==> src/rtl/id_ex_stage_pkg.sv <==
// Shared constants for the ID/EX stage: ALU op codes, forward-select encoding
// and default datapath widths.
package id_ex_stage_pkg;

  localparam int DEF_DATA_W  = 32;
  localparam int DEF_RADDR_W = 5;

  localparam logic [3:0] ALU_AND = 4'b0000;
  localparam logic [3:0] ALU_OR  = 4'b0001;
  localparam logic [3:0] ALU_ADD = 4'b0010;
  localparam logic [3:0] ALU_SUB = 4'b0110;
  localparam logic [3:0] ALU_SLT = 4'b0111;
  localparam logic [3:0] ALU_XOR = 4'b1100;
  localparam logic [3:0] ALU_NOP = 4'b1111;

  typedef enum logic [1:0] {
    FWD_NONE  = 2'd0,
    FWD_EXMEM = 2'd1,
    FWD_MEMWB = 2'd2
  } fwd_sel_e;

endpackage

==> src/rtl/id_ex_stage_fwd_unit.sv <==
// Operand forwarding mux for one ALU source: picks EX/MEM, then MEM/WB, then
// the registered register-file value. Register 0 is never forwarded.
module fwd_unit
  import id_ex_stage_pkg::*;
#(
  parameter int DATA_W  = DEF_DATA_W,
  parameter int RADDR_W = DEF_RADDR_W
) (
  input  logic [RADDR_W-1:0] addr_i,
  input  logic [DATA_W-1:0]  regData_i,
  input  logic               exmemRegWrite_i,
  input  logic [RADDR_W-1:0] exmemRdAddr_i,
  input  logic [DATA_W-1:0]  exmemResult_i,
  input  logic               memwbRegWrite_i,
  input  logic [RADDR_W-1:0] memwbRdAddr_i,
  input  logic [DATA_W-1:0]  memwbResult_i,
  output logic [DATA_W-1:0]  fwdData_o
);

  fwd_sel_e sel;
  logic     addrNonZero;

  assign addrNonZero = (addr_i != '0);

  always_comb begin
    sel = FWD_NONE;
    if (exmemRegWrite_i && addrNonZero && (exmemRdAddr_i == addr_i)) begin
      sel = FWD_EXMEM;
    end else if (memwbRegWrite_i && addrNonZero && (memwbRdAddr_i == addr_i)) begin
      sel = FWD_MEMWB;
    end
  end

  always_comb begin
    case (sel)
      FWD_EXMEM: fwdData_o = exmemResult_i;
      FWD_MEMWB: fwdData_o = memwbResult_i;
      default:   fwdData_o = regData_i;
    endcase
  end

endmodule

==> src/rtl/id_ex_stage.sv <==
// ID/EX pipeline register with operand forwarding and load-use detection.
// Forwarding and stall-reload are enabled by defining IDEX_FORWARD_EN.
module id_ex_stage
  import id_ex_stage_pkg::*;
#(
  parameter int DATA_W  = DEF_DATA_W,
  parameter int RADDR_W = DEF_RADDR_W
) (
  input  logic               clk,
  input  logic               rst_n,
  input  logic               id_valid,
  input  logic [DATA_W-1:0]  id_rs_data,
  input  logic [DATA_W-1:0]  id_rt_data,
  input  logic [DATA_W-1:0]  id_imm,
  input  logic [RADDR_W-1:0] id_rs_addr,
  input  logic [RADDR_W-1:0] id_rt_addr,
  input  logic [RADDR_W-1:0] id_rd_addr,
  input  logic [3:0]         id_alu_ctrl,
  input  logic               id_alu_src,
  input  logic               id_reg_write,
  input  logic               id_mem_read,
  input  logic               id_mem_write,
  input  logic               id_mem_to_reg,
  input  logic               stall,
  input  logic               flush,
  input  logic               exmem_reg_write,
  input  logic [RADDR_W-1:0] exmem_rd_addr,
  input  logic [DATA_W-1:0]  exmem_result,
  input  logic               memwb_reg_write,
  input  logic [RADDR_W-1:0] memwb_rd_addr,
  input  logic [DATA_W-1:0]  memwb_result,
  output logic [DATA_W-1:0]  alu_data1,
  output logic [DATA_W-1:0]  alu_data2,
  output logic [3:0]         alu_ctrl,
  output logic               ex_valid,
  output logic               ex_reg_write,
  output logic               ex_mem_read,
  output logic               ex_mem_write,
  output logic               ex_mem_to_reg,
  output logic [RADDR_W-1:0] ex_rd_addr,
  output logic [DATA_W-1:0]  ex_store_data,
  output logic               load_use_hazard
);

  logic               valid_q,    valid_d;
  logic [DATA_W-1:0]  rsData_q,   rsData_d;
  logic [DATA_W-1:0]  rtData_q,   rtData_d;
  logic [DATA_W-1:0]  imm_q,      imm_d;
  logic [RADDR_W-1:0] rsAddr_q,   rsAddr_d;
  logic [RADDR_W-1:0] rtAddr_q,   rtAddr_d;
  logic [RADDR_W-1:0] rdAddr_q,   rdAddr_d;
  logic [3:0]         aluCtrl_q,  aluCtrl_d;
  logic               aluSrc_q,   aluSrc_d;
  logic               regWrite_q, regWrite_d;
  logic               memRead_q,  memRead_d;
  logic               memWrite_q, memWrite_d;
  logic               memToReg_q, memToReg_d;

  logic [DATA_W-1:0]  fwdRs;
  logic [DATA_W-1:0]  fwdRt;

`ifdef IDEX_FORWARD_EN
  fwd_unit #(.DATA_W(DATA_W), .RADDR_W(RADDR_W)) u_fwdRs (
    .addr_i          (rsAddr_q),
    .regData_i       (rsData_q),
    .exmemRegWrite_i (exmem_reg_write),
    .exmemRdAddr_i   (exmem_rd_addr),
    .exmemResult_i   (exmem_result),
    .memwbRegWrite_i (memwb_reg_write),
    .memwbRdAddr_i   (memwb_rd_addr),
    .memwbResult_i   (memwb_result),
    .fwdData_o       (fwdRs)
  );

  fwd_unit #(.DATA_W(DATA_W), .RADDR_W(RADDR_W)) u_fwdRt (
    .addr_i          (rtAddr_q),
    .regData_i       (rtData_q),
    .exmemRegWrite_i (exmem_reg_write),
    .exmemRdAddr_i   (exmem_rd_addr),
    .exmemResult_i   (exmem_result),
    .memwbRegWrite_i (memwb_reg_write),
    .memwbRdAddr_i   (memwb_rd_addr),
    .memwbResult_i   (memwb_result),
    .fwdData_o       (fwdRt)
  );
`else
  logic unused_fwd_sources;

  assign fwdRs = rsData_q;
  assign fwdRt = rtData_q;
  assign unused_fwd_sources = ^{exmem_reg_write, exmem_rd_addr, exmem_result,
                                memwb_reg_write, memwb_rd_addr, memwb_result,
                                rsAddr_q, rtAddr_q};
`endif

  // Flush beats stall beats load; a stalled entry re-captures its forwarded
  // operands so a producer retiring during the stall is not lost.
  always_comb begin
    valid_d    = valid_q;
    rsData_d   = rsData_q;
    rtData_d   = rtData_q;
    imm_d      = imm_q;
    rsAddr_d   = rsAddr_q;
    rtAddr_d   = rtAddr_q;
    rdAddr_d   = rdAddr_q;
    aluCtrl_d  = aluCtrl_q;
    aluSrc_d   = aluSrc_q;
    regWrite_d = regWrite_q;
    memRead_d  = memRead_q;
    memWrite_d = memWrite_q;
    memToReg_d = memToReg_q;
    if (flush) begin
      valid_d    = 1'b0;
      rsData_d   = '0;
      rtData_d   = '0;
      imm_d      = '0;
      rsAddr_d   = '0;
      rtAddr_d   = '0;
      rdAddr_d   = '0;
      aluCtrl_d  = ALU_NOP;
      aluSrc_d   = 1'b0;
      regWrite_d = 1'b0;
      memRead_d  = 1'b0;
      memWrite_d = 1'b0;
      memToReg_d = 1'b0;
    end else if (stall) begin
`ifdef IDEX_FORWARD_EN
      rsData_d = fwdRs;
      rtData_d = fwdRt;
`endif
    end else begin
      valid_d    = id_valid;
      rsData_d   = id_rs_data;
      rtData_d   = id_rt_data;
      imm_d      = id_imm;
      rsAddr_d   = id_rs_addr;
      rtAddr_d   = id_rt_addr;
      rdAddr_d   = id_rd_addr;
      aluCtrl_d  = id_alu_ctrl;
      aluSrc_d   = id_alu_src;
      regWrite_d = id_reg_write;
      memRead_d  = id_mem_read;
      memWrite_d = id_mem_write;
      memToReg_d = id_mem_to_reg;
    end
  end

  always_ff @(posedge clk or negedge rst_n) begin
    if (!rst_n) begin
      valid_q    <= 1'b0;
      rsData_q   <= '0;
      rtData_q   <= '0;
      imm_q      <= '0;
      rsAddr_q   <= '0;
      rtAddr_q   <= '0;
      rdAddr_q   <= '0;
      aluCtrl_q  <= ALU_NOP;
      aluSrc_q   <= 1'b0;
      regWrite_q <= 1'b0;
      memRead_q  <= 1'b0;
      memWrite_q <= 1'b0;
      memToReg_q <= 1'b0;
    end else begin
      valid_q    <= valid_d;
      rsData_q   <= rsData_d;
      rtData_q   <= rtData_d;
      imm_q      <= imm_d;
      rsAddr_q   <= rsAddr_d;
      rtAddr_q   <= rtAddr_d;
      rdAddr_q   <= rdAddr_d;
      aluCtrl_q  <= aluCtrl_d;
      aluSrc_q   <= aluSrc_d;
      regWrite_q <= regWrite_d;
      memRead_q  <= memRead_d;
      memWrite_q <= memWrite_d;
      memToReg_q <= memToReg_d;
    end
  end

  assign alu_data1     = fwdRs;
  assign alu_data2     = aluSrc_q ? imm_q : fwdRt;
  assign ex_store_data = fwdRt;
  assign alu_ctrl      = aluCtrl_q;
  assign ex_valid      = valid_q;
  assign ex_reg_write  = regWrite_q;
  assign ex_mem_read   = memRead_q;
  assign ex_mem_write  = memWrite_q;
  assign ex_mem_to_reg = memToReg_q;
  assign ex_rd_addr    = rdAddr_q;

  assign load_use_hazard = valid_q && memRead_q && (rdAddr_q != '0) && id_valid &&
                           ((id_rs_addr == rdAddr_q) || (id_rt_addr == rdAddr_q));

endmodule

==> config.mk <==
export PLATFORM = sky130hd
export DESIGN_NAME = id_ex_stage
export DESIGN_NICKNAME = d
export VERILOG_FILES = /design/src/rtl/id_ex_stage_pkg.sv /design/src/rtl/id_ex_stage_fwd_unit.sv /design/src/rtl/id_ex_stage.sv
export SDC_FILE = /design/constraint.sdc
export NUM_CORES = 1
export LEC_CHECK = 0
export CELL_PAD_IN_SITES_DETAIL_PLACEMENT = 0
export CELL_PAD_IN_SITES_GLOBAL_PLACEMENT = 2
export CORE_ASPECT_RATIO = 1.25
export CORE_MARGIN = 8
export CORE_UTILIZATION = 23
export CTS_BUF_LIST = sky130_fd_sc_hd__clkbuf_4 sky130_fd_sc_hd__clkbuf_8 sky130_fd_sc_hd__clkbuf_16
export DETAILED_ROUTE_END_ITERATION = 10
export HOLD_SLACK_MARGIN = 0.05
export PLACE_DENSITY = 0.93
export SLEW_MARGIN = 40
export SYNTH_ARGS = -nofsm -noshare
export SYNTH_HDL_FRONTEND = slang
export SYNTH_HIERARCHICAL = 1
export SYNTH_SLANG_ARGS = --single-unit
==> constraint.sdc <==
create_clock -name clk -period 4 [get_ports clk]
set_clock_uncertainty 0.2 [all_clocks]
set_input_delay 0.4 -clock clk [delete_from_list [all_inputs] [get_ports clk]]
set_output_delay 0.4 -clock clk [all_outputs]
set_load 0.005 [all_outputs]
==> impl_metrics.env, run 1 <==
export IMPL_clock_sink_count=111
export IMPL_hold_ws_ps=321
export IMPL_globalRouteTotalUtil=0.117
export IMPL_initial_core_utilization=0.233
export IMPL_drt_pass1_iter_count=4
export IMPL_syn_nets=612
export IMPL_top_cells_by_area_in_the_synthesized_netlist="sky130_fd_sc_hd__dfrtp_1, sky130_fd_sc_hd__mux2i_1, sky130_fd_sc_hd__nor2_1"
export IMPL_worst_slew_pin_slew_ps=787
export IMPL_multiInputGateArea_mm2=0.00202
export IMPL_timing_final_max_slew_violations=0
export IMPL_grt_first_pass_wirelength_um=24500
export IMPL_crit_path_cell_trace="or4_1 -> o2111ai_1 -> a21oi_1 -> clkdlybuf4s50_1"
export IMPL_power_density_mw_per_mm2=338
export IMPL_grt_antenna_before_repair=0
export IMPL_final_hold_viol_count=0
export IMPL_grt_pass1_vias=4177
export IMPL_setup_ws_ps=1260
export IMPL_grt_max_degree=82
export IMPL_ios=312
export IMPL_synth_largest_area_cell="sky130_fd_sc_hd__dfrtp_1"
export IMPL_grt_util_met2=0.195
export IMPL_synth_commonest_cells="sky130_fd_sc_hd__dfrtp_1, sky130_fd_sc_hd__mux2i_1, sky130_fd_sc_hd__nor2_1"
export IMPL_fmax_ghz=0.365
export IMPL_avgSynthCellArea_um2=12.1
export IMPL_synth_top_cell_area_share=0.540
export IMPL_cts_root_buffer="sky130_fd_sc_hd__clkbuf_16"
export IMPL_fin_crit_sh=0.685
export IMPL_synth_cell_type_count=17
export IMPL_critPathKind="flop to output pin"
export IMPL_postPlaceCellArea_mm2=0.00756
export IMPL_clock_latency_ps=340
export IMPL_grt_use_met3=0.0402
export IMPL_vdd_drop_max_v=0.000237
export IMPL_timing_critical_path_slowest_stage_cell="sky130_fd_sc_hd__or4_1"
export IMPL_power_switching_uw=655
export IMPL_clock_tree_htree_level_count=3
export IMPL_async_reset_ff_frac=1.00
export IMPL_ys_warn_count=6
export IMPL_area_sequential_mm2=0.00279
export IMPL_yosysSeqAreaShare=0.561
export IMPL_netSwitchingFraction=0.246
export IMPL_cts_buffer_depth=2
export IMPL_detailed_place_hpwl_um=11200
export IMPL_route_final_wire_length_um=15700
export IMPL_number_of_rows_in_the_core_area=60
export IMPL_setup_violations_final=0
export IMPL_worstHoldPathCells=2
export IMPL_timing_critical_path_from_type="flop"
export IMPL_numPlacedInstances=900
export IMPL_met1_capacity_usage_during_global_routing=0.136
export IMPL_yosys_most_used_dff="sky130_fd_sc_hd__dfrtp_1"
export IMPL_die_height_um=180
export IMPL_die_area_mm2=0.0265
export IMPL_first_iter_violations=153
export IMPL_final_antenna_net_count=0
export IMPL_final_min_clock_period_ps=2740
export IMPL_post_layout_instance_count_excluding_filler_cells=917
export IMPL_via_count=3812
export IMPL_power_static_leakage_nw=3.59
export IMPL_outcome="finished, final reports clean"
export IMPL_rr_worst_depth=2
export IMPL_ratio_of_cells_with_drive_above_1_in_the_final_layout=0.0940
export IMPL_cap_violations=0
export IMPL_clock_transition_at_the_registers_of_the_reported_paths_ps=80
export IMPL_finalNetCount=834
export IMPL_number_of_enable_flip_flop_cells_after_synthesis=0
export IMPL_power_share_sequential=0.463
export IMPL_placement_setup_worst_slack_ps=1390
export IMPL_postSynthRegisterBits=111
export IMPL_slew_headroom=0.476
export IMPL_port_buffer_count=235
export IMPL_critical_path_n_buffers_inverters=1
export IMPL_p_clk_frac=0.350
export IMPL_critical_path_endpoint_type="output pin"
export IMPL_hp_class="flop to flop"
export IMPL_post_drt_via_cell_ratio=4.16
export IMPL_tritoncts="done"
export IMPL_globalRoute_busiestLayer="met2"
export IMPL_cells_resized_by_post_cts_repair=0
export IMPL_cp_top_family="simple AND/OR/NAND/NOR gates"
export IMPL_die_width_um=147
export IMPL_remaining_drc_errors=0
export IMPL_core_area_mm2=0.0213
export IMPL_critical_path_max_stage_delay_ps=560
export IMPL_syn_to_final_growth_pct=58.9
export IMPL_number_of_standard_cells_after_synthesis=411
export IMPL_worstPathArrival_ps=2140
export IMPL_setup_total_negative_slack_ps=0
export IMPL_worst_ep_required_time_ps=3400
export IMPL_fillCellCount=2155
export IMPL_pwr_share_comb=0.186
export IMPL_numCtsBuffers=9
export IMPL_post_synth_instance_area_mm2=0.00496
export IMPL_total_power_mw=2.67
export IMPL_cell_internal_pwr_mw=2.01
export IMPL_postLayoutCoreUtil=0.370
export IMPL_finish_instance_area_mm2=0.00788
export IMPL_rsz0062_at_grt="no"
export IMPL_critical_path_cell_count=4
export IMPL_routabilityCongestion=0.713
export IMPL_routedWlPerCell_um=17.2
export IMPL_timing_critical_path_fanout_max=5
export IMPL_antenna_cells_inserted=0
export IMPL_overflow_left_after_global_routing=0
==> cell type report <==
type / instances / area share
clock buffers: 11 / 0.0305
flip-flops and latches: 111 / 0.354
multi-input cells: 271 / 0.257
clock inverters: 5 / 0.00810
well taps: 279 / 0.0443
repair buffers: 240 / 0.307
==> timing repair <==
action                                  4_1_cts  5_1_grt
hold buffers                                  1        0
buffers inserted                              0        0
endpoints found under the setup margin        0        0
hold endpoints to repair                     36        0
==> cell families (layout without fill, tap and decap cells) <==
group	after synthesis	count (layout)	share of synthesized area
flip-flops	111	111	0.561
buffers and inverters	29	256	0.0310
multiplexers	139	139	0.289
XOR/XNOR	10	10	0.0177
AO/OA/AOI/OAI	6	6	0.00984
AND/OR/NAND/NOR	116	116	0.0916
==> cell usage in the layout (no fill, tap or decap), types with 2 or more instances in the layout <==
master,instances
sky130_fd_sc_hd__a211o_1,4
sky130_fd_sc_hd__buf_6,2
sky130_fd_sc_hd__buf_4,3
sky130_fd_sc_hd__buf_12,2
sky130_fd_sc_hd__mux2_2,32
sky130_fd_sc_hd__nor3_1,2
sky130_fd_sc_hd__nand3_1,2
sky130_fd_sc_hd__dfrtp_1,106
sky130_fd_sc_hd__nor2b_1,4
sky130_fd_sc_hd__clkbuf_4,2
sky130_fd_sc_hd__xnor2_1,4
sky130_fd_sc_hd__dfstp_2,4
sky130_fd_sc_hd__xor2_1,6
sky130_fd_sc_hd__mux2i_1,107
sky130_fd_sc_hd__clkbuf_16,9
sky130_fd_sc_hd__inv_6,2
sky130_fd_sc_hd__clkdlybuf4s50_1,232
sky130_fd_sc_hd__nor2_1,107
==> worst reg2reg max path, cell delays in order (launching register included) <==
cell and delay (ps):
sky130_fd_sc_hd__dfrtp_4 700, sky130_fd_sc_hd__mux2i_1 220, sky130_fd_sc_hd__nor2_1 50
==> power by group through the flow <==
stage          Combinational [mW]  Clock, mW  Sequential (mW)
2_1_floorplan               0.185          0             1.25
3_3_place_gp                0.503          0             1.26
3_5_place_dp                0.506          0             1.26
4_1_cts                     0.510      0.988             1.24
5_1_grt                     0.540       1.03             1.25
6_report                    0.497      0.934             1.24
==> routing by layer <==
metal  vias to the layer above  routed length, um
met4                         0                327
met2                       129               7830
met1                      1839               6590
met3                        15                996
met5                         -                  0
li1                       1829                  -
==> path summary, 6_finish.rpt <==
kind,start,to,slack [ps]
worst max-delay path,ex_rd_addr[1],load_use_hazard,1260
worst min-delay path,alu_data1[31],alu_data1[31],320
worst max register to register,aluSrc_q,aluSrc_q,2690
worst min register to register,alu_data1[31],alu_data1[31],320
max in group asynchronous,rst_n,alu_ctrl[3],2340
min in group asynchronous,rst_n,alu_data1[0],380
Power figures use the tool's default switching activity.
==> run 2: changes to the inputs <==
--- a/config.mk
+++ b/config.mk
@@ -9,11 +9,11 @@
 export CELL_PAD_IN_SITES_GLOBAL_PLACEMENT = 2
 export CORE_ASPECT_RATIO = 1.25
 export CORE_MARGIN = 8
-export CORE_UTILIZATION = 23
+export CORE_UTILIZATION = 21
 export CTS_BUF_LIST = sky130_fd_sc_hd__clkbuf_4 sky130_fd_sc_hd__clkbuf_8 sky130_fd_sc_hd__clkbuf_16
 export DETAILED_ROUTE_END_ITERATION = 10
 export HOLD_SLACK_MARGIN = 0.05
-export PLACE_DENSITY = 0.93
+export PLACE_DENSITY = 0.87
 export SLEW_MARGIN = 40
 export SYNTH_ARGS = -nofsm -noshare
 export SYNTH_HDL_FRONTEND = slang
==> constraint.sdc (replaced) <==
create_clock -name clk -period 2.85 [get_ports clk]
set_clock_uncertainty 0.2 [all_clocks]
set_input_delay 0.285 -clock clk [delete_from_list [all_inputs] [get_ports clk]]
set_output_delay 0.285 -clock clk [all_outputs]
set_load 0.005 [all_outputs]
==> impl_metrics.env, run 2 (synthesized netlist as in run 1, its figures left out) <==
export IMPL_outcome="finished, final reports clean"
export IMPL_reg2reg_setup_slack_ps=1750
export IMPL_critical_path_startpoint="ex_rd_addr[1]"
export IMPL_r2r_start="aluSrc_q"
export IMPL_fin_crit_sh=0.926
export IMPL_port_buffer_count=235
export IMPL_final_antenna_net_count=0
export IMPL_drt_pass1_iter_count=4
export IMPL_remaining_drc_errors=0
export IMPL_hold_ws_ps=118
export IMPL_timing_final_max_slew_violations=0
export IMPL_die_area_mm2=0.0288
export IMPL_worst_ep_required_time_ps=2370
export IMPL_min_delay_endpoint="ex_mem_write"
export IMPL_placement_setup_worst_slack_ps=540
export IMPL_grt_max_degree=58
export IMPL_drt_met1_wl_um=6620
export IMPL_cells_resized_by_post_cts_repair=0
export IMPL_worstHoldPathCells=2
export IMPL_number_of_rows_in_the_core_area=63
export IMPL_crit_path_cell_trace="or4_1 -> o2111ai_1 -> a21oi_1 -> clkdlybuf4s50_1"
export IMPL_rr_worst_depth=2
export IMPL_setup_ws_ps=212
export IMPL_die_width_um=153
export IMPL_layout_common_cells="sky130_fd_sc_hd__clkdlybuf4s50_1, sky130_fd_sc_hd__mux2i_1, sky130_fd_sc_hd__nor2_1, sky130_fd_sc_hd__dfrtp_1, sky130_fd_sc_hd__mux2_2"
export IMPL_ios=312
export IMPL_core_area_mm2=0.0235
export IMPL_final_hold_viol_count=0
export IMPL_rr_endpoint="aluSrc_q"
export IMPL_hold_buffers=1
export IMPL_slew_headroom=0.631
export IMPL_power_density_mw_per_mm2=473
export IMPL_fmax_ghz=0.379
export IMPL_die_height_um=188
export IMPL_postLayoutCoreUtil=0.339
export IMPL_clock_sink_count=111
export IMPL_fillCellCount=2407
export IMPL_rsz0062_at_grt="no"
export IMPL_worstPathArrival_ps=2150
export IMPL_vdd_drop_max_v=0.000249
export IMPL_critical_path_endpoint_type="output pin"
export IMPL_route_met3_wl_um=1200
export IMPL_timing_critical_path_slowest_stage_cell="sky130_fd_sc_hd__or4_1"
export IMPL_hp_class="primary input to flop"
export IMPL_critPathKind="flop to output pin"
export IMPL_syn_to_final_growth_pct=60.7
export IMPL_hp_start="flush"
export IMPL_ratio_of_cells_with_drive_above_1_in_the_final_layout=0.101
export IMPL_timing_critical_path_fanout_max=5
export IMPL_final_min_clock_period_ps=2640
export IMPL_worst_slew_pin_slew_ps=554
export IMPL_wl_met2_um=7870
export IMPL_leading_cell_type_in_the_layout_fill_and_taps_excluded="sky130_fd_sc_hd__clkdlybuf4s50_1"
export IMPL_grt_first_pass_wirelength_um=24700
export IMPL_post_cts_repair_setup_buffers=0
export IMPL_numCtsBuffers=9
export IMPL_cap_violations=0
export IMPL_via_count=3821
export IMPL_timing_critical_path_from_type="flop"
export IMPL_tritoncts="done"
export IMPL_first_iter_violations=146
export IMPL_overflow_left_after_global_routing=0
export IMPL_clock_latency_ps=350
export IMPL_post_drt_via_cell_ratio=4.09
export IMPL_critical_path_max_stage_delay_ps=570
export IMPL_area_sequential_mm2=0.00278
export IMPL_initial_core_utilization=0.211
export IMPL_cts_buffer_depth=2
export IMPL_setup_total_negative_slack_ps=0
export IMPL_cts_root_buffer="sky130_fd_sc_hd__clkbuf_16"
export IMPL_grt_antenna_before_repair=1
export IMPL_route_final_wire_length_um=15900
export IMPL_finalNetCount=839
export IMPL_routedWlPerCell_um=17.0
export IMPL_detailed_place_hpwl_um=11500
export IMPL_grt_pass1_vias=4059
export IMPL_clock_tree_htree_level_count=3
export IMPL_highest_signal_layer="met5"
export IMPL_setup_violations_final=0
export IMPL_power_static_leakage_nw=3.63
export IMPL_globalRouteTotalUtil=0.110
export IMPL_antenna_cells_inserted=0
export IMPL_clock_transition_at_the_registers_of_the_reported_paths_ps=80
export IMPL_routabilityCongestion=0.709
export IMPL_multiInputGateArea_mm2=0.00202
-- run 2: per-stage QoR --
stage               total power, mW  area, um^2  instances
finish                         3.77        7970        935
global route                   3.99        7970        935
CTS                            3.85        7940        934
detailed placement             2.48        7630        917
global placement               2.48        7630        917
floorplan                      2.01        4960        411
-- run 2: worst max-delay path by stage --
stage / endpoint / slack (ps) / depth (start not counted)
3_5_place_dp: load_use_hazard / 540 / 6
3_3_place_gp: load_use_hazard / 520 / 6
5_1_grt: load_use_hazard / 90 / 4
6_report: load_use_hazard / 210 / 4
4_1_cts: load_use_hazard / 150 / 4
2_1_floorplan: load_use_hazard / 1190 / 3
-- run 2: power by group --
part	switching, mW	leakage (nW)	internal (mW)	total, mW
Sequential	0.0611	1.46	1.67	1.73
Combinational	0.262	2.01	0.454	0.715
Clock	0.623	0.150	0.700	1.32
-- run 2: critical path, delay by kind of cell (launching register included) --
family,cells,cell delay (ps)
AND/OR/NAND/NOR,1,570
flip-flops,1,450
buffers and inverters,1,450
AO/OA/AOI/OAI,2,330
-- run 2: layout make-up --
cell class / instances / area share
Clock buffer: 10 / 0.0292
Tap cell: 292 / 0.0459
Clock inverter: 6 / 0.00880
Sequential cell: 111 / 0.349
Multi-Input combinational cell: 271 / 0.254
Timing Repair Buffer: 245 / 0.313
-- run 2: metal layers --
| metal | track usage | up-vias |
|---|---|---|
| met5 | 0 | - |
| met3 | 0.0435 | 13 |
| li1 | - | 1835 |
| met2 | 0.182 | 132 |
| met1 | 0.130 | 1839 |
| met4 | 0.0321 | 2 |
